===== config.mk =====
export PLATFORM = sky130hd
export DESIGN_NAME = bcd_alarm_clock_flat
export DESIGN_NICKNAME = d
export VERILOG_FILES = /design/src/rtl/bcd_alarm_clock_if.sv /design/src/rtl/bcd_alarm_clock.sv /design/src/flat_wrapper.sv
export SDC_FILE = /design/constraint.sdc
export NUM_CORES = 1
export LEC_CHECK = 0
export ABC_AREA = 1
export BUFFER_PORTS_ARGS = -buffer_cell sky130_fd_sc_hd__buf_2
export CAP_MARGIN = 20
export CORE_MARGIN = 2
export CORE_UTILIZATION = 40
export DETAILED_ROUTE_END_ITERATION = 10
export PLACE_DENSITY = 0.66
export SYNTH_ARGS = -nofsm -noshare
export SYNTH_HDL_FRONTEND = slang
export SYNTH_SLANG_ARGS = --single-unit
export TNS_END_PERCENT = 1

===== constraint.sdc =====
create_clock -name clk -period 5.25 [get_ports clk]
set_input_delay 0.525 -clock clk [delete_from_list [all_inputs] [get_ports clk]]
set_output_delay 0.525 -clock clk [all_outputs]
set_load 0.01 [all_outputs]

===== src/rtl/bcd_alarm_clock_if.sv =====
// bcd_alarm_clock_if
//   Bundles the button-side controls and the display-side outputs of the
//   time-of-day clock.
//   master : button front-end / display driver (drives controls, reads time)
//   slave  : the clock itself
//   mode[1:0]  00 RUN, 01 SET_TIME, 10 SET_ALARM, 11 RUN
//   turn       next field in set modes, silence alert in RUN (1-cycle pulse)
//   change     increment field in set modes, toggle arm in RUN (1-cycle pulse)
//   reset1     clear seconds and prescaler (1-cycle pulse)
//   hour/minute/second  BCD display value
//   sel[1:0]   selected field 00 HOUR, 01 MIN, 10 SEC
//   armed, alert, tick  status outputs
interface bcd_alarm_clock_if;
    logic [1:0] mode;
    logic       turn;
    logic       change;
    logic       reset1;
    logic [7:0] hour;
    logic [7:0] minute;
    logic [7:0] second;
    logic [1:0] sel;
    logic       armed;
    logic       alert;
    logic       tick;

    modport master (
        output mode, turn, change, reset1,
        input  hour, minute, second, sel, armed, alert, tick
    );

    modport slave (
        input  mode, turn, change, reset1,
        output hour, minute, second, sel, armed, alert, tick
    );
endinterface


===== src/rtl/bcd_alarm_clock.sv =====
// bcd_alarm_clock
//   Time-of-day clock: 1 Hz prescaler, BCD hh:mm:ss counter, field-set FSM,
//   hourly chime and optional armed alarm driving a registered alert output.
//   Optional feature macro: CLOCK_ALARM_EN (alarm registers, arm toggle and
//   SET_ALARM mode). Without it mode 10 behaves as RUN and armed is 0.
// Ports
//   clk    system clock, rising edge
//   reset  asynchronous active-low reset
//   bus    bcd_alarm_clock_if.slave (controls in, display/status out)
// Parameters
//   CLK_DIV     clk cycles per second tick (>=2)
//   DIV_W       prescaler width, 2**DIV_W >= CLK_DIV
//   ALERT_SECS  alert window length in seconds (1..59)
module bcd_alarm_clock #(
    parameter int unsigned CLK_DIV    = 50000000,
    parameter int unsigned DIV_W      = 26,
    parameter int unsigned ALERT_SECS = 5
) (
    input  logic               clk,
    input  logic               reset,
    bcd_alarm_clock_if.slave   bus
);

    typedef enum logic [1:0] {
        SEL_HOUR = 2'b00,
        SEL_MIN  = 2'b01,
        SEL_SEC  = 2'b10
    } sel_t;

    localparam logic [DIV_W-1:0] DIV_LAST = DIV_W'(CLK_DIV - 1);

    sel_t             sel_q, sel_d;
    logic [DIV_W-1:0] div_q, div_d;
    logic [7:0]       hr_q, hr_d, mn_q, mn_d, sc_q, sc_d;
    logic [1:0]       mode_q;
    logic             sil_q, sil_d, alert_q, alert_d;
`ifdef CLOCK_ALARM_EN
    logic [7:0]       al_hr_q, al_hr_d, al_mn_q, al_mn_d;
    logic             armed_q, armed_d;
`endif

    logic mode_chg, set_time, set_alarm, run_mode, edit, adv, in_window, cond;

    // Wrapping BCD increment; last is the final legal value (8'h59 / 8'h23).
    function automatic logic [7:0] bcd_inc(input logic [7:0] v, input logic [7:0] last);
        if (v == last)
            return '0;
        else if (v[3:0] == 4'd9)
            return {v[7:4] + 4'd1, 4'd0};
        else
            return {v[7:4], v[3:0] + 4'd1};
    endfunction

    function automatic logic [6:0] bcd_bin(input logic [7:0] v);
        return 7'(v[7:4]) * 7'd10 + 7'(v[3:0]);
    endfunction

    assign mode_chg = (bus.mode != mode_q);
    assign set_time = (bus.mode == 2'b01);
`ifdef CLOCK_ALARM_EN
    assign set_alarm = (bus.mode == 2'b10);
`else
    assign set_alarm = 1'b0;
`endif
    assign run_mode = !set_time && !set_alarm;
    // turn has priority over change; a mode-change cycle only re-homes sel.
    assign edit = bus.change && !bus.turn && !mode_chg;
    // reset1 beats the carry, so a coincident wrap produces no advance.
    assign adv  = (div_q == DIV_LAST) && !set_time && !bus.reset1;

    assign in_window = (bcd_bin(sc_q) < 7'(ALERT_SECS));
`ifdef CLOCK_ALARM_EN
    assign cond = in_window && ((mn_q == 8'h00) ||
                  (armed_q && hr_q == al_hr_q && mn_q == al_mn_q));
`else
    assign cond = in_window && (mn_q == 8'h00);
`endif

    // Field-select FSM
    always_ff @(posedge clk or negedge reset) begin
        if (!reset) sel_q <= SEL_HOUR;
        else        sel_q <= sel_d;
    end

    always_comb begin
        sel_d = sel_q;
        if (mode_chg || run_mode) begin
            sel_d = SEL_HOUR;
        end else if (bus.turn) begin
            if (set_time) begin
                case (sel_q)
                    SEL_HOUR: sel_d = SEL_MIN;
                    SEL_MIN:  sel_d = SEL_SEC;
                    default:  sel_d = SEL_HOUR;
                endcase
            end else begin
                sel_d = (sel_q == SEL_HOUR) ? SEL_MIN : SEL_HOUR;
            end
        end
    end

    // Datapath next state
    always_comb begin
        hr_d  = hr_q;
        mn_d  = mn_q;
        sc_d  = sc_q;
        div_d = (set_time || bus.reset1 || div_q == DIV_LAST) ? '0 : div_q + 1'b1;
        if (adv) begin
            sc_d = bcd_inc(sc_q, 8'h59);
            if (sc_q == 8'h59) begin
                mn_d = bcd_inc(mn_q, 8'h59);
                if (mn_q == 8'h59) hr_d = bcd_inc(hr_q, 8'h23);
            end
        end
        if (set_time && edit) begin
            case (sel_q)
                SEL_HOUR: hr_d = bcd_inc(hr_q, 8'h23);
                SEL_MIN:  mn_d = bcd_inc(mn_q, 8'h59);
                default:  sc_d = bcd_inc(sc_q, 8'h59);
            endcase
        end
        if (bus.reset1) sc_d = '0;

        // Silence persists only while the window condition holds.
        sil_d   = cond && (sil_q || (run_mode && bus.turn && alert_q));
        alert_d = cond && !sil_d;
    end

`ifdef CLOCK_ALARM_EN
    always_comb begin
        al_hr_d = al_hr_q;
        al_mn_d = al_mn_q;
        armed_d = armed_q ^ (run_mode && edit);
        if (set_alarm && edit) begin
            if (sel_q == SEL_HOUR) al_hr_d = bcd_inc(al_hr_q, 8'h23);
            else                   al_mn_d = bcd_inc(al_mn_q, 8'h59);
        end
    end

    always_ff @(posedge clk or negedge reset) begin
        if (!reset) begin
            al_hr_q <= '0;
            al_mn_q <= '0;
            armed_q <= 1'b0;
        end else begin
            al_hr_q <= al_hr_d;
            al_mn_q <= al_mn_d;
            armed_q <= armed_d;
        end
    end
`endif

    always_ff @(posedge clk or negedge reset) begin
        if (!reset) begin
            div_q   <= '0;
            hr_q    <= '0;
            mn_q    <= '0;
            sc_q    <= '0;
            mode_q  <= 2'b00;
            sil_q   <= 1'b0;
            alert_q <= 1'b0;
        end else begin
            div_q   <= div_d;
            hr_q    <= hr_d;
            mn_q    <= mn_d;
            sc_q    <= sc_d;
            mode_q  <= bus.mode;
            sil_q   <= sil_d;
            alert_q <= alert_d;
        end
    end

    // Display mux: SET_ALARM shows the alarm time with seconds blanked to 00.
    always_comb begin
        bus.hour   = hr_q;
        bus.minute = mn_q;
        bus.second = sc_q;
`ifdef CLOCK_ALARM_EN
        if (set_alarm) begin
            bus.hour   = al_hr_q;
            bus.minute = al_mn_q;
            bus.second = 8'h00;
        end
`endif
    end

    assign bus.sel   = sel_q;
    assign bus.alert = alert_q;
    assign bus.tick  = adv;
`ifdef CLOCK_ALARM_EN
    assign bus.armed = armed_q;
`else
    assign bus.armed = 1'b0;
`endif

endmodule


===== src/flat_wrapper.sv =====
// flat-port wrapper written by rule: the top's interface ports become plain ports
module bcd_alarm_clock_flat 
#(
    parameter int unsigned CLK_DIV    = 50000000,
    parameter int unsigned DIV_W      = 26,
    parameter int unsigned ALERT_SECS = 5
)
  (clk, reset, bus_mode, bus_turn, bus_change, bus_reset1, bus_hour, bus_minute, bus_second, bus_sel, bus_armed, bus_alert, bus_tick);
  bcd_alarm_clock_if bus_i ();
  input  logic clk;
  input  logic reset;
  input wire logic [$bits(bus_i.mode)-1:0] bus_mode;
  input wire logic [$bits(bus_i.turn)-1:0] bus_turn;
  input wire logic [$bits(bus_i.change)-1:0] bus_change;
  input wire logic [$bits(bus_i.reset1)-1:0] bus_reset1;
  output wire logic [$bits(bus_i.hour)-1:0] bus_hour;
  output wire logic [$bits(bus_i.minute)-1:0] bus_minute;
  output wire logic [$bits(bus_i.second)-1:0] bus_second;
  output wire logic [$bits(bus_i.sel)-1:0] bus_sel;
  output wire logic [$bits(bus_i.armed)-1:0] bus_armed;
  output wire logic [$bits(bus_i.alert)-1:0] bus_alert;
  output wire logic [$bits(bus_i.tick)-1:0] bus_tick;
  assign bus_i.mode = bus_mode;
  assign bus_i.turn = bus_turn;
  assign bus_i.change = bus_change;
  assign bus_i.reset1 = bus_reset1;
  assign bus_hour = bus_i.hour;
  assign bus_minute = bus_i.minute;
  assign bus_second = bus_i.second;
  assign bus_sel = bus_i.sel;
  assign bus_armed = bus_i.armed;
  assign bus_alert = bus_i.alert;
  assign bus_tick = bus_i.tick;
  bcd_alarm_clock #(.CLK_DIV(CLK_DIV), .DIV_W(DIV_W), .ALERT_SECS(ALERT_SECS)) u_core (.clk(clk), .reset(reset), .bus(bus_i));
endmodule

== Word level (Yosys, flattened, before mapping) ==
Index checks and enable logic that the tools add are counted.

* Flip-flop bits (word level): 56
* Logic and storage cells: 76
* Input bits: 7

* Equal/unequal tests: 10
* Reduce and logical (&&, ||, !) cells: 23
* Mux-type cells: 25
* Add/subtract/negate cells: 8
* $mul: 1
* $lt $le $gt $ge: 1

{| class="wikitable"
|+ Operator list
! kind !! count
|-
| $mux W8 || 19
|-
| $add A26 B1 Y26 const B || 1
|-
| $eq A26 B26 Y1 const B || 1
|-
| $mux W26 || 1
|-
| $add A4 B1 Y4 const B || 6
|-
| $eq A8 B7 Y1 const B || 2
|-
| $eq A4 B4 Y1 const B || 3
|-
| $logic_and A1 B1 Y1 || 10
|-
| $eq A8 B6 Y1 const B || 1
|-
| $logic_not A8 Y1 || 1
|-
| $add A7 B4 Y7 || 1
|-
| $lt A7 B3 Y1 const B || 1
|-
| $mul A4 B3 Y6 const B || 1
|-
| $mux W2 || 3
|-
| $logic_not A1 Y1 || 5
|-
| $eq A2 B1 Y1 const B || 2
|-
| $logic_or A1 B1 Y1 || 4
|-
| $pmux W2 S2 || 1
|-
| $logic_not A2 Y1 || 1
|-
| $ne A2 B2 Y1 || 1
|-
| $reduce_bool A2 Y1 || 1
|-
| $reduce_or A2 Y1 || 1
|-
| $mux W1 || 1
|}

== Depth between registers and ports, before layout ==
Gate-level depths: netlist of the first run.

* Depth after elaboration: 8
* Depth in mapped cells: 12
* Depth with buffers taken out: 12

== Worst setup path after synthesis of the first run ==
OpenSTA, ideal clock, no wires.

* Path kind: reg2reg
* Start point: reg u_core.sc_q[5] (netlist: u_core.bus.second[5])
* End point: reg u_core.sil_q
* Required time: 5.126 ns
* Slack: 3.343 ns
* Buffers on the path: 0
* Stages on the path, launching flop included: 8
* Setup time: 0.124 ns
* Data arrival time: 1.784 ns
* Clock period less this slack: 1.907 ns
* Path through: dfrtp_1 ha_1 ha_1 fa_1 xor2_1 nor3_1 o211ai_1 nor2_1

* Cells in the longest elaborated chain, start to end: 5

{| class="wikitable"
|+ RTL lines
! item !! RTL line !! text
|-
| from (decl) || bcd_alarm_clock.sv:34 || <nowiki>logic [7:0] hr_q, hr_d, mn_q, mn_d, sc_q, sc_d;</nowiki>
|-
| from (signal assigned) || bcd_alarm_clock.sv:158 || <nowiki>sc_q <= '0;</nowiki>
|-
| from (signal assigned) || bcd_alarm_clock.sv:166 || <nowiki>sc_q <= sc_d;</nowiki>
|-
| $mul A4 B3 Y6 || bcd_alarm_clock.sv:55 || <nowiki>return 7'(v[7:4]) * 7'd10 + 7'(v[3:0]);</nowiki>
|-
| $add A7 B4 Y7 || bcd_alarm_clock.sv:55 ||
|-
| $lt A7 B3 Y1 || bcd_alarm_clock.sv:71 || <nowiki>assign in_window = (bcd_bin(sc_q) < 7'(ALERT_SECS));</nowiki>
|-
| $logic_and A1 B1 Y1 || bcd_alarm_clock.sv:76 || <nowiki>assign cond = in_window && (mn_q == 8'h00);</nowiki>
|-
| $logic_and A1 B1 Y1 || bcd_alarm_clock.sv:125 || <nowiki>sil_d = cond && (sil_q || (run_mode && bus.turn && alert_q));</nowiki>
|-
| net u_core.sil_d || bcd_alarm_clock.sv:36 || <nowiki>logic sil_q, sil_d, alert_q, alert_d;</nowiki>
|-
| to (signal assigned) || bcd_alarm_clock.sv:168 || <nowiki>sil_q <= sil_d;</nowiki>
|-
| to (decl) || bcd_alarm_clock.sv:36 ||
|}

The timed path passes the listed nets, and every way through them passes these cells.
A chain may end at the register's enable or synchronous reset.

== Final worst setup path of the first run ==
* Start point: reg u_core.div_q[0]
* End point: out bus_tick

* Cells in the longest elaborated chain, start to end: 3

{| class="wikitable"
|+ RTL lines
! item !! RTL line !! text
|-
| from (decl) || bcd_alarm_clock.sv:33 || <nowiki>logic [DIV_W-1:0] div_q, div_d;</nowiki>
|-
| from (signal assigned) || bcd_alarm_clock.sv:163 || <nowiki>div_q <= div_d;</nowiki>
|-
| $eq A26 B26 Y1 || bcd_alarm_clock.sv:69 || <nowiki>assign adv = (div_q == DIV_LAST) && !set_time && !bus.reset1;</nowiki>
|-
| $logic_and A1 B1 Y1 (2 in series) || bcd_alarm_clock.sv:69 ||
|-
| to (decl) || flat_wrapper.sv:22 || <nowiki>output wire logic [$bits(bus_i.tick)-1:0] bus_tick;</nowiki>
|}

No other way between the ends.

==> reports/metrics.sh, run 1 <==
STATIC-LEAKAGE-POWER_nW=1.93
POST_ROUTE_CELLS_DRIVE_ABOVE_1_SHARE_PCT=14.5
CORE_AREA_UM2=8590
CLK_PIN_SLEW_WORST_PATHS_NS=0.11
STARTPOINT_TYPE='flip-flop'
CTS_SETUP_BUFFERS=0
VDD_IR_DROP_MAX_V=0.0000976
DETAIL_ROUTE.DRC_VIOLATIONS=0
ARRIVAL_NS=1.81
DIE-AREA_UM2=9510
DRV.MAX_CAP_VIOLATION_COUNT=0
TNS_NS=0
SYNTH_AREA_PER_CELL_UM2=7.75
WORST-SLEW-PIN-TRANSITION_NS=0.722
SYNTH.YOSYS.SEQ_AREA_SHARE_PCT=40.1
FMAX_GHz=0.428
GRT_USE_TOTAL_PCT=16.3
CTS_RESIZED=0
CTS-BUFFERS-INSERTED=5
SETUP_VIOL_COUNT_FINAL=0
FINALCRITICALPERIOD_NS=2.34
OVERALL_OVERFLOW_REMAINING_AFTER_GLOBAL_ROUTE=0
MAPPEDNETLISTNETS=481
MAXIMUM_NUMBER_OF_PINS_ON_ONE_NET_BEFORE_GLOBAL_ROUTE_REPAIR=57
CTS_SINKS=56
FINISH.UTILIZATION_PCT=45.2
HTREEDEPTH=2
FIN_TOTAL_PWR_mW=0.838
SYNTH.LIB_CELLS_USED.DISTINCT=38
CRIT_TYPE='flip-flop to output pin'
POWER_DENSITY_nW_PER_UM2=216
DETAIL_ROUTE.FIRST_PASS.ITERATIONS=4
ANTENNA_FOUND_INITIAL=0
HOLDPATHSTAGES=1
AREA.SEQUENTIAL_UM2=1400
DIE_W_UM=97.5
HOLD_PATH_END='u_core.mode_q[0]$_DFF_PN0_'
SHARE_OF_THE_CLOCK_PERIOD_USED_BY_THE_WORST_PATH_AFTER_LAYOUT_PCT=44.5
POSTPLACECELLAREA_UM2=3770
POST-ROUTE-CELL-AREA_UM2=3890
SETUP_SLACK_OF_THE_MOST_CRITICAL_REG_TO_REG_PATH_NS=3.16
PLACE_CONGESTION=0.865
NUM_ROWS=34
SYNTH.CELL_AREA_UM2=3500
WORSTPATHREQUIRED_NS=4.72
SYNTHESIS.INSTANCES=451
TIMING.RR.START='u_core.bus.second[5]$_DFF_PN0_'
DIE_HEIGHT_UM=97.5
NUM_VIAS=2967
WORST_HOLD_PATH_TYPE='input pin to flip-flop'
CLOCK_PATH_BUFFERS=2
GRT_SETUP_UNREPAIRED='false'
FIRST_GLOBAL_VIAS=2958
AREA_DELTA_SYNTH_FINAL_PCT=11.1
CRITICAL_PATH_SINK_TYPE='output pin'
INITIAL_CORE_UTIL_PCT=40.7
REPORT.FINAL.SLEW_VIOL_COUNT=0
WORSTHOLDSTART='bus_mode[0]'
NUM-FILL-CELLS=851
TIMING.CLOCK.SKEW_NS=0.0136
CTS_ROOT_BUFFER='clkbuf_8'
FINAL_COMMON_CELL='nand2_1'
YOSYS_REGISTER_BITS=56
VIASPERCELL=4.96
IO-PIN-COUNT=36
RESULT_OF_THE_RUN='finished clean'
TOTAL_HALF_PERIMETER_WIRELENGTH_AFTER_LEGALIZATION_AND_DETAILED_PLACEMENT_UM=5520
TIMING.RR.END='u_core.sil_q$_DFF_PN0_'
WORST_R2R_PATH_DEPTH=7
AVGROUTEDWIREPERCELL_UM=12.4
LAYOUT.NETS=519
CTS_HOLD_BUF=0
N_ANTENNA_CELL=0
DETAILEDROUTE.FIRSTITERATIONVIOLATIONS=100
MULTI_INPUT_AREA_UM2=1800
POSTROUTEANTENNANETS=0
HOLD_VIOL_FINAL=0
NUMPORTBUFFERS=34
WORST-PATH-MAX-FANOUT=7
MAXSLEWHEADROOM_PCT=51.9
CTS_TREE='yes'
MOST-COMMON-LAYOUT-CELLS='nand2_1, nor2_1, inv_1, dfrtp_1, buf_2'
GRT_PASS1_WL_UM=13000
DETAIL_ROUTE.WIRELENGTH_UM=7410
YOSYS_WARNINGS=0
WORSTSKEWPAIRLATENCY_NS=0.31
## kinds of logic after synthesis
kind of cell | count (synthesis) | synth area share [%]
AND/OR/NAND/NOR | 227 | 30.8
buffers and inverters | 73 | 8.41
AO/OA/AOI/OAI | 59 | 8.94
flip-flops | 56 | 40.1
adder cells (fa/ha/maj) | 23 | 8.66
XOR/XNOR | 12 | 3.01
other | 1 | 0.107
## flip-flops by register name, indices dropped and copies added, names as in the netlist
name and cells:
u_core.bus.alert 1, u_core.bus.hour 8, u_core.bus.minute 8, u_core.bus.second 8, u_core.bus.sel 2, u_core.div_q 26
u_core.mode_q 2, u_core.sil_q 1
## cell usage after synthesis (all sizes together)
master | number | area [um^2]
fa | 2 | 40.0
nand2 | 86 | 353
o2111ai | 1 | 8.76
xor2 | 10 | 87.6
nand4 | 13 | 111
buf | 4 | 35.0
a31oi | 1 | 6.26
a211oi | 1 | 7.51
and3 | 1 | 6.26
dfrtp | 56 | 1400
nand3b | 1 | 7.51
nor3b | 1 | 7.51
nor2 | 76 | 325
o21ai | 22 | 110
nand3 | 28 | 150
a21oi | 30 | 150
conb | 1 | 3.75
nor4 | 3 | 18.8
clkinv | 2 | 7.51
ha | 21 | 263
a21boi | 2 | 15.0
o211ai | 2 | 15.0
nor3 | 16 | 85.1
or2 | 2 | 12.5
xnor2 | 2 | 17.5
inv | 67 | 251
## report_power, final
group          internal, mW  switching (mW)  leakage (nW)  total (mW)
Clock                 0.141           0.144        0.0541       0.285
Sequential            0.445          0.0139         0.730       0.459
Combinational        0.0334          0.0600          1.14      0.0933
Total                 0.620           0.217          1.93       0.838
## through the flow
stage / instances / hold WS [ns] / worst slack (ns)
4_1_cts: 598 / 0.313 / 2.89
2_1_floorplan: 451 / 0.229 / 3.34
5_1_grt: 598 / 0.313 / 2.74
3_5_place_dp: 590 / 0.464 / 3.17
3_3_place_gp: 590 / 0.447 / 3.23
6_report: 598 / 0.322 / 2.91
## worst max-delay path, cell delays in order (launching register included)
cell and delay (ns):
dfrtp_1 0.38, ha_1 0.19, nand3_1 0.12, nor2_1 0.18, nand2_1 0.13, inv_2 0.18
nand3_2 0.13, inv_1 0.07, buf_2 0.12
## per-layer routing
| layer | vias up | routed length [um] | GRT usage [%] |
|---|---|---|---|
| li1 | 1526 | - | - |
| met1 | 1389 | 3470 | 20.9 |
| met2 | 40 | 3600 | 27.9 |
| met3 | 12 | 248 | 3.02 |
| met4 | 0 | 92 | 4.91 |
| met5 | - | 0 | 0 |
## cell type report
cell class,instances,share of cell area (%)
clock buffers,5,1.77
clock inverters,3,1.09
inverters,69,6.66
multi-input cells,322,46.4
flip-flops and latches,56,36.1
well taps,108,3.48
repair buffers,35,4.57
## worst max path at each step
stage                     cells after the start                     end                           start
final                                         8                bus_tick       u_core.div_q[0]$_DFF_PN0_
after global routing                          8                bus_tick       u_core.div_q[0]$_DFF_PN0_
after CTS                                     8                bus_tick       u_core.div_q[0]$_DFF_PN0_
after detailed placement                      7  u_core.sil_q$_DFF_PN0_  u_core.bus.second[5]$_DFF_PN0_
after global placement                        7                bus_tick                     bus_mode[0]
after floorplan                               7  u_core.sil_q$_DFF_PN0_  u_core.bus.second[5]$_DFF_PN0_
(Power assumes the default switching activity.)
==> inputs of run 2 (changes only) <==
Clock period 5.25 ns to 2.4 ns, I/O delays scaled along.
==> reports/metrics.sh, run 2 (synthesis results as in run 1) <==
DRV.MAX_CAP_VIOLATION_COUNT=0  # unchanged
ANTENNA_FOUND_INITIAL=0  # unchanged
FIRST_GLOBAL_VIAS=2894  # -2.2%
INITIAL_CORE_UTIL_PCT=40.7  # unchanged
STATIC-LEAKAGE-POWER_nW=1.95  # +1.2%
WORST_PATH_MAX_DELAY_CELL='dfrtp_1'
RESULT_OF_THE_RUN='finished clean'
FINALCRITICALPERIOD_NS=2.04
REPORT.FINAL.SLEW_VIOL_COUNT=0  # unchanged
OVERALL_OVERFLOW_REMAINING_AFTER_GLOBAL_ROUTE=0  # unchanged
GRT_USE_TOTAL_PCT=16.3  # +0.043 points
POWER_DENSITY_nW_PER_UM2=474  # +120%
POSTROUTEANTENNANETS=0  # unchanged
CTS_SETUP_BUFFERS=0  # unchanged
PLACE_CONGESTION=0.890  # +2.9%
TIMING.CLOCK.SKEW_NS=0.0167  # +0.00304 ns
FINISH.UTILIZATION_PCT=45.7  # +0.44 points
HTREEDEPTH=2  # unchanged
GRT_SETUP_UNREPAIRED='false'
CTS_HOLD_BUF=1  # +1
CTS_TREE='yes'
HOLD_VIOL_FINAL=0  # unchanged
TOTAL_HALF_PERIMETER_WIRELENGTH_AFTER_LEGALIZATION_AND_DETAILED_PLACEMENT_UM=5790  # +5.0%
LARGEST_REG_FLOPS=26  # unchanged
CTS_RESIZED=0  # unchanged
DIE_W_UM=97.5  # unchanged
DIE-AREA_UM2=9510  # unchanged
WORSTPATHREQUIRED_NS=2.16  # -2.56 ns
POST_ROUTE_CELLS_DRIVE_ABOVE_1_SHARE_PCT=15.0  # +0.49 points
HOLD_SLACK_NS=0.0370  # -0.285 ns
ARRIVAL_NS=1.80  # about the same
CHAIN_OF_CELLS_FORMING_THE_CRITICAL_PATH='ha_1, nand3_1, nor2_1, nand2_1, inv_2, nand3_2, inv_1, buf_2'
DETAILEDROUTE.FIRSTITERATIONVIOLATIONS=148  # +48%
DETAIL_ROUTE.WIRELENGTH_UM=7420  # about the same
MOST-COMMON-LAYOUT-CELLS='nand2_1, nor2_1, inv_1, dfrtp_1, buf_2'
CTS-BUFFERS-INSERTED=5  # unchanged
NUM_VIAS=2972  # +0.17%
CTS_ROOT_BUFFER='clkbuf_8'
WORSTSKEWPAIRLATENCY_NS=0.31  # about the same
VIASPERCELL=4.94  # -0.50%
FINALWORSTSETUPSLACK_NS=0.359  # -2.56 ns
MAXIMUM_NUMBER_OF_PINS_ON_ONE_NET_BEFORE_GLOBAL_ROUTE_REPAIR=23  # -60%
SETUP_VIOL_COUNT_FINAL=0  # unchanged
CRIT_TYPE='flip-flop to output pin'
LAYOUT.NETS=523  # +0.77%
PRE_CTS_SETUP_SLACK_NS=0.395  # -2.77 ns
CRITICAL_PATH_SINK_TYPE='output pin'
STARTPOINT_TYPE='flip-flop'
IO-PIN-COUNT=36  # unchanged
CLOCK_PATH_BUFFERS=2  # unchanged
TIMING.CRITICAL_PATH.MAX_DELAY_FAMILY='simple AND/OR/NAND/NOR gates'
GRT_PASS1_WL_UM=13100  # +0.37%
CTS_SINKS=56  # unchanged
WORST_HOLD_PATH_TYPE='input pin to flip-flop'
TIMING.CRITICAL_PATH.SLOWEST_CELL_DELAY_NS=0.39  # about the same
SHARE_OF_THE_CLOCK_PERIOD_USED_BY_THE_WORST_PATH_AFTER_LAYOUT_PCT=85.0
CLK_PIN_SLEW_WORST_PATHS_NS=0.11  # about the same
NUM_ROWS=34  # unchanged
NUMPORTBUFFERS=34  # unchanged
TNS_NS=0  # unchanged
AVGROUTEDWIREPERCELL_UM=12.3  # -0.62%
AREA_DELTA_SYNTH_FINAL_PCT=12.2
VDD_IR_DROP_MAX_V=0.000252  # +160%
FMAX_GHz=0.490
DIE_HEIGHT_UM=97.5  # unchanged
REGISTERS.TOP_BY_FF_COUNT='u_core.div_q'
DETAIL_ROUTE.FIRST_PASS.ITERATIONS=4  # unchanged
DETAIL_ROUTE.DRC_VIOLATIONS=0  # unchanged
N_ANTENNA_CELL=0  # unchanged
CRITICAL_PATH_BUF_INV_COUNT=3  # unchanged
CORE_AREA_UM2=8590  # unchanged
WORST-PATH-MAX-FANOUT=7  # unchanged
FINAL_COMMON_CELL='nand2_1'
-- run 2: cell count changes in the layout (fill, tap and decap cells not counted) --
cell | previous run | this run
clkinv_4 | 0 | 2
clkinvlp_4 | 1 | 0
clkinv_2 | 1 | 0
buf_4 | 1 | 4
dlygate4sd3_1 | 0 | 1
-- run 2: worst reg2reg max path: cells and delay by family (launching register included) --
family	cells	cell delay, ns
AO/OA/AOI/OAI	1	0.15
adder cells (fa/ha/maj)	1	0.16
buffers and inverters	1	0.13
flip-flops	1	0.42
AND/OR/NAND/NOR	7	1.12
-- run 2: cell type report --
type                            count  area [um^2]
Sequential cell                    56         1400
Tap cell                          108          135
Clock buffer                        5         68.8
Timing Repair Buffer               39          210
Inverter                           69          259
Clock inverter                      3         47.5
Fill cell                         881         4670
Multi-Input combinational cell    322         1800
-- run 2: layer usage --
layer | track usage [%] | share of wire [%] | up-vias
li1 | - | - | 1537
met3 | 2.66 | 2.8 | 5
met4 | 2.78 | 0.59 | 0
met1 | 22.1 | 49 | 1388
met2 | 28.0 | 47 | 42
met5 | 0 | 0 | -
-- run 2: stage by stage --
stage,total power [mW],cells,instance area [um^2]
after floorplan,1.15,451,3500
after global placement,1.23,593,3800
after detailed placement,1.24,593,3800
after CTS,1.88,602,3920
after global routing,1.94,602,3920
final,1.86,602,3920
-- run 2: report_power, final --
| group | total, mW | switching (mW) | internal (mW) | leakage, nW |
|---|---|---|---|---|
| combinational | 0.211 | 0.132 | 0.0783 | 1.16 |
| clock | 0.642 | 0.327 | 0.315 | 0.0583 |
| sequential | 1.01 | 0.0311 | 0.974 | 0.730 |
| total | 1.86 | 0.490 | 1.37 | 1.95 |
-- run 2: path summary, 6_finish.rpt --
| path | start | end | slack (ns) | cells after the start |
|---|---|---|---|---|
| setup / recovery | u_core.div_q[0]$_DFF_PN0_ | bus_tick | 0.36 | 8 |
| hold reg to reg | u_core.div_q[0]$_DFF_PN0_ | u_core.div_q[0]$_DFF_PN0_ | 0.48 | 1 |
| hold / removal | bus_mode[0] | u_core.mode_q[0]$_DFF_PN0_ | 0.04 | 1 |
| max in group asynchronous | reset | u_core.div_q[11]$_DFF_PN0_ | 1.37 | 3 |
| setup reg to reg | u_core.bus.minute[1]$_DFF_PN0_ | u_core.bus.hour[5]$_DFF_PN0_ | 0.38 | 10 |
| min in group asynchronous | reset | u_core.bus.minute[7]$_DFF_PN0_ | 0.40 | 2 |
==> inputs of run 3 (changes only) <==
Settings changed: CELL_PAD_IN_SITES_DETAIL_PLACEMENT set to 0, CELL_PAD_IN_SITES_GLOBAL_PLACEMENT set to 1, PLACE_DENSITY 0.66 to 0.82.
==> reports/metrics.sh, run 3 (synthesis results as in run 1) <==
NUM_VIAS=2970  # -0.067%
AVGROUTEDWIREPERCELL_UM=12.7  # +2.9%
CTS_TREE='yes'
MAXSLEWHEADROOM_PCT=51.2
TIMING.CRITICAL_PATH.SLOWEST_CELL_DELAY_NS=0.38  # about the same
POSTROUTEANTENNANETS=0  # unchanged
CHAIN_OF_CELLS_FORMING_THE_CRITICAL_PATH='ha_1, nand3_1, nor2_1, nand2_1, inv_2, nand3_2, inv_1, buf_2'
WORSTSKEWPAIRLATENCY_NS=0.31  # about the same
DIE_W_UM=97.5  # unchanged
ARRIVAL_NS=1.83  # +0.03 ns
WORST_HOLD_PATH_TYPE='input pin to flip-flop'
LARGEST_REG_FLOPS=26  # unchanged
DIE_HEIGHT_UM=97.5  # unchanged
HTREEDEPTH=2  # unchanged
WORST_PATH_MAX_DELAY_CELL='dfrtp_1'
CTS-BUFFERS-INSERTED=5  # unchanged
AREA_DELTA_SYNTH_FINAL_PCT=11.2
IO-PIN-COUNT=36  # unchanged
FINAL_COMMON_CELL='nand2_1'
CTS_ROOT_BUFFER='clkbuf_8'
GRT_SETUP_UNREPAIRED='false'
LAYOUT.NETS=521  # -0.38%
FINALCRITICALPERIOD_NS=2.07  # +0.0264 ns
MOST-COMMON-LAYOUT-CELLS='nand2_1, nor2_1, inv_1, dfrtp_1, buf_2'
TIMING.CLOCK.SKEW_NS=0.00741  # -0.00925 ns
TNS_NS=0  # unchanged
CLOCK_PATH_BUFFERS=2  # unchanged
CRITICAL_PATH_BUF_INV_COUNT=3  # unchanged
GRT_PASS1_WL_UM=13200  # +0.58%
DETAIL_ROUTE.DRC_VIOLATIONS=0  # unchanged
RESULT_OF_THE_RUN='finished clean'
ANTENNA_FOUND_INITIAL=0  # unchanged
OVERALL_OVERFLOW_REMAINING_AFTER_GLOBAL_ROUTE=0  # unchanged
REPORT.FINAL.SLEW_VIOL_COUNT=0  # unchanged
STARTPOINT_TYPE='flip-flop'
DRV.MAX_CAP_VIOLATION_COUNT=0  # unchanged
N_ANTENNA_CELL=0  # unchanged
MAXIMUM_NUMBER_OF_PINS_ON_ONE_NET_BEFORE_GLOBAL_ROUTE_REPAIR=57  # +150%
WORSTPATHREQUIRED_NS=2.16  # about the same
CLK_PIN_SLEW_WORST_PATHS_NS=0.10  # about the same
SETUP_VIOL_COUNT_FINAL=0  # unchanged
WORST-PATH-MAX-FANOUT=7  # unchanged
REGISTERS.TOP_BY_FF_COUNT='u_core.div_q'
POST_ROUTE_CELLS_DRIVE_ABOVE_1_SHARE_PCT=14.5  # -0.49 points
DETAIL_ROUTE.WIRELENGTH_UM=7580  # +2.2%
FMAX_GHz=0.484  # -1.3%
CRITICAL_PATH_SINK_TYPE='output pin'
CTS_SETUP_BUFFERS=0  # unchanged
PLACEDCELLCOUNT=592  # -0.17%
CTS_HOLD_BUF=0  # -1
TIMING.CRITICAL_PATH.MAX_DELAY_FAMILY='simple AND/OR/NAND/NOR gates'
SHARE_OF_THE_CLOCK_PERIOD_USED_BY_THE_WORST_PATH_AFTER_LAYOUT_PCT=86.1  # +1.1 points
FIRST_GLOBAL_VIAS=2849  # -1.6%
NUM-FILL-CELLS=886  # +0.57%
NUMPORTBUFFERS=34  # unchanged
POST_LAYOUT_INSTANCE_COUNT_EXCLUDING_FILLER_CELLS=598  # -0.66%
HOLD_VIOL_FINAL=0  # unchanged
CTS_RESIZED=0  # unchanged
CORE_AREA_UM2=8590  # unchanged
NUM_ROWS=34  # unchanged
CRIT_TYPE='flip-flop to output pin'
MULTI_INPUT_AREA_UM2=1800  # unchanged
DETAIL_ROUTE.FIRST_PASS.ITERATIONS=4  # unchanged
DETAILEDROUTE.FIRSTITERATIONVIOLATIONS=131  # -11%
INITIAL_CORE_UTIL_PCT=40.7  # unchanged
CTS_SINKS=56  # unchanged
PLACE_CONGESTION=0.814  # -8.5%
VDD_IR_DROP_MAX_V=0.000271  # +7.2%
AREA.SEQUENTIAL_UM2=1400  # unchanged
GRT_USE_TOTAL_PCT=16.6  # +0.27 points
VIASPERCELL=4.97  # +0.60%
WORST-SLEW-PIN-TRANSITION_NS=0.732
TOTAL_HALF_PERIMETER_WIRELENGTH_AFTER_LEGALIZATION_AND_DETAILED_PLACEMENT_UM=5730  # -0.96%
DIE-AREA_UM2=9510  # unchanged
POWER_DENSITY_nW_PER_UM2=467  # -1.3%
SETUP_SLACK_OF_THE_MOST_CRITICAL_REG_TO_REG_PATH_NS=0.40  # +0.02 ns
STATIC-LEAKAGE-POWER_nW=1.93  # -0.88%
run 3: cell types whose count changed in the layout (fill, tap and decap cells not counted):
cell / delta
buf_4: -1
clkinv_4: -2
dlygate4sd3_1: -1
run 3: power breakdown:
part	leakage, nW	total [mW]	internal [mW]	switching [mW]
sequential	0.730	1.00	0.974	0.0296
clock	0.0501	0.606	0.300	0.306
combinational	1.15	0.208	0.0759	0.132
run 3: area by class of cell:
type / count / share of cell area [%]
Clock buffer: 5 / 1.77
Sequential cell: 56 / 36.0
Timing Repair Buffer: 37 / 4.95
Tap cell: 108 / 3.47
Multi-Input combinational cell: 322 / 46.3
Inverter: 69 / 6.66
Clock inverter: 1 / 0.772
run 3: routing by layer:
| layer | GRT usage (%) | vias to the layer above | part of all wire [%] | routed length [um] |
|---|---|---|---|---|
| li1 | - | 1523 | - | - |
| met1 | 23.1 | 1403 | 49 | 3730 |
| met2 | 27.0 | 39 | 46 | 3490 |
| met3 | 3.02 | 5 | 3.7 | 284 |
| met4 | 3.85 | 0 | 0.95 | 72 |
| met5 | 0 | - | 0 | 0 |
run 3: worst paths after layout:
path,depth (start not counted),from,endpoint
setup / recovery,8,u_core.div_q[0]$_DFF_PN0_,bus_tick
hold reg to reg,1,u_core.div_q[0]$_DFF_PN0_,u_core.div_q[0]$_DFF_PN0_
min in group asynchronous,2,reset,u_core.div_q[22]$_DFF_PN0_
hold / removal,1,bus_mode[0],u_core.mode_q[0]$_DFF_PN0_
max in group asynchronous,2,reset,u_core.bus.minute[6]$_DFF_PN0_
setup reg to reg,10,u_core.bus.minute[1]$_DFF_PN0_,u_core.bus.hour[4]$_DFF_PN0_
run 3: worst reg2reg max path: stages (launching register included):
cell     delay (ns)
dfrtp_1        0.42
inv_1          0.13
ha_1           0.15
nand2_1        0.07
nor2_2         0.20
nand2_1        0.15
nor2_1         0.21
nand4_4        0.15
nand2_2        0.20
nand2_1        0.11
a21oi_1        0.14
run 3: through the flow:
stage / setup WS, ns / hold slack (ns) / power (mW) / utilization (%) / cell area (um^2)
2_1_floorplan: 0.493 / -0.0556 / 1.15 / - / 3500
3_5_place_dp: 0.427 / 0.365 / 1.23 / 44.1 / 3790
4_1_cts: 0.312 / 0.0327 / 1.85 / 45.3 / 3890
5_1_grt: 0.123 / 0.0381 / 1.91 / 45.3 / 3890
3_3_place_gp: 0.488 / 0.361 / 1.23 / 44.1 / 3790
6_report: 0.333 / 0.0429 / 1.82 / 45.3 / 3890
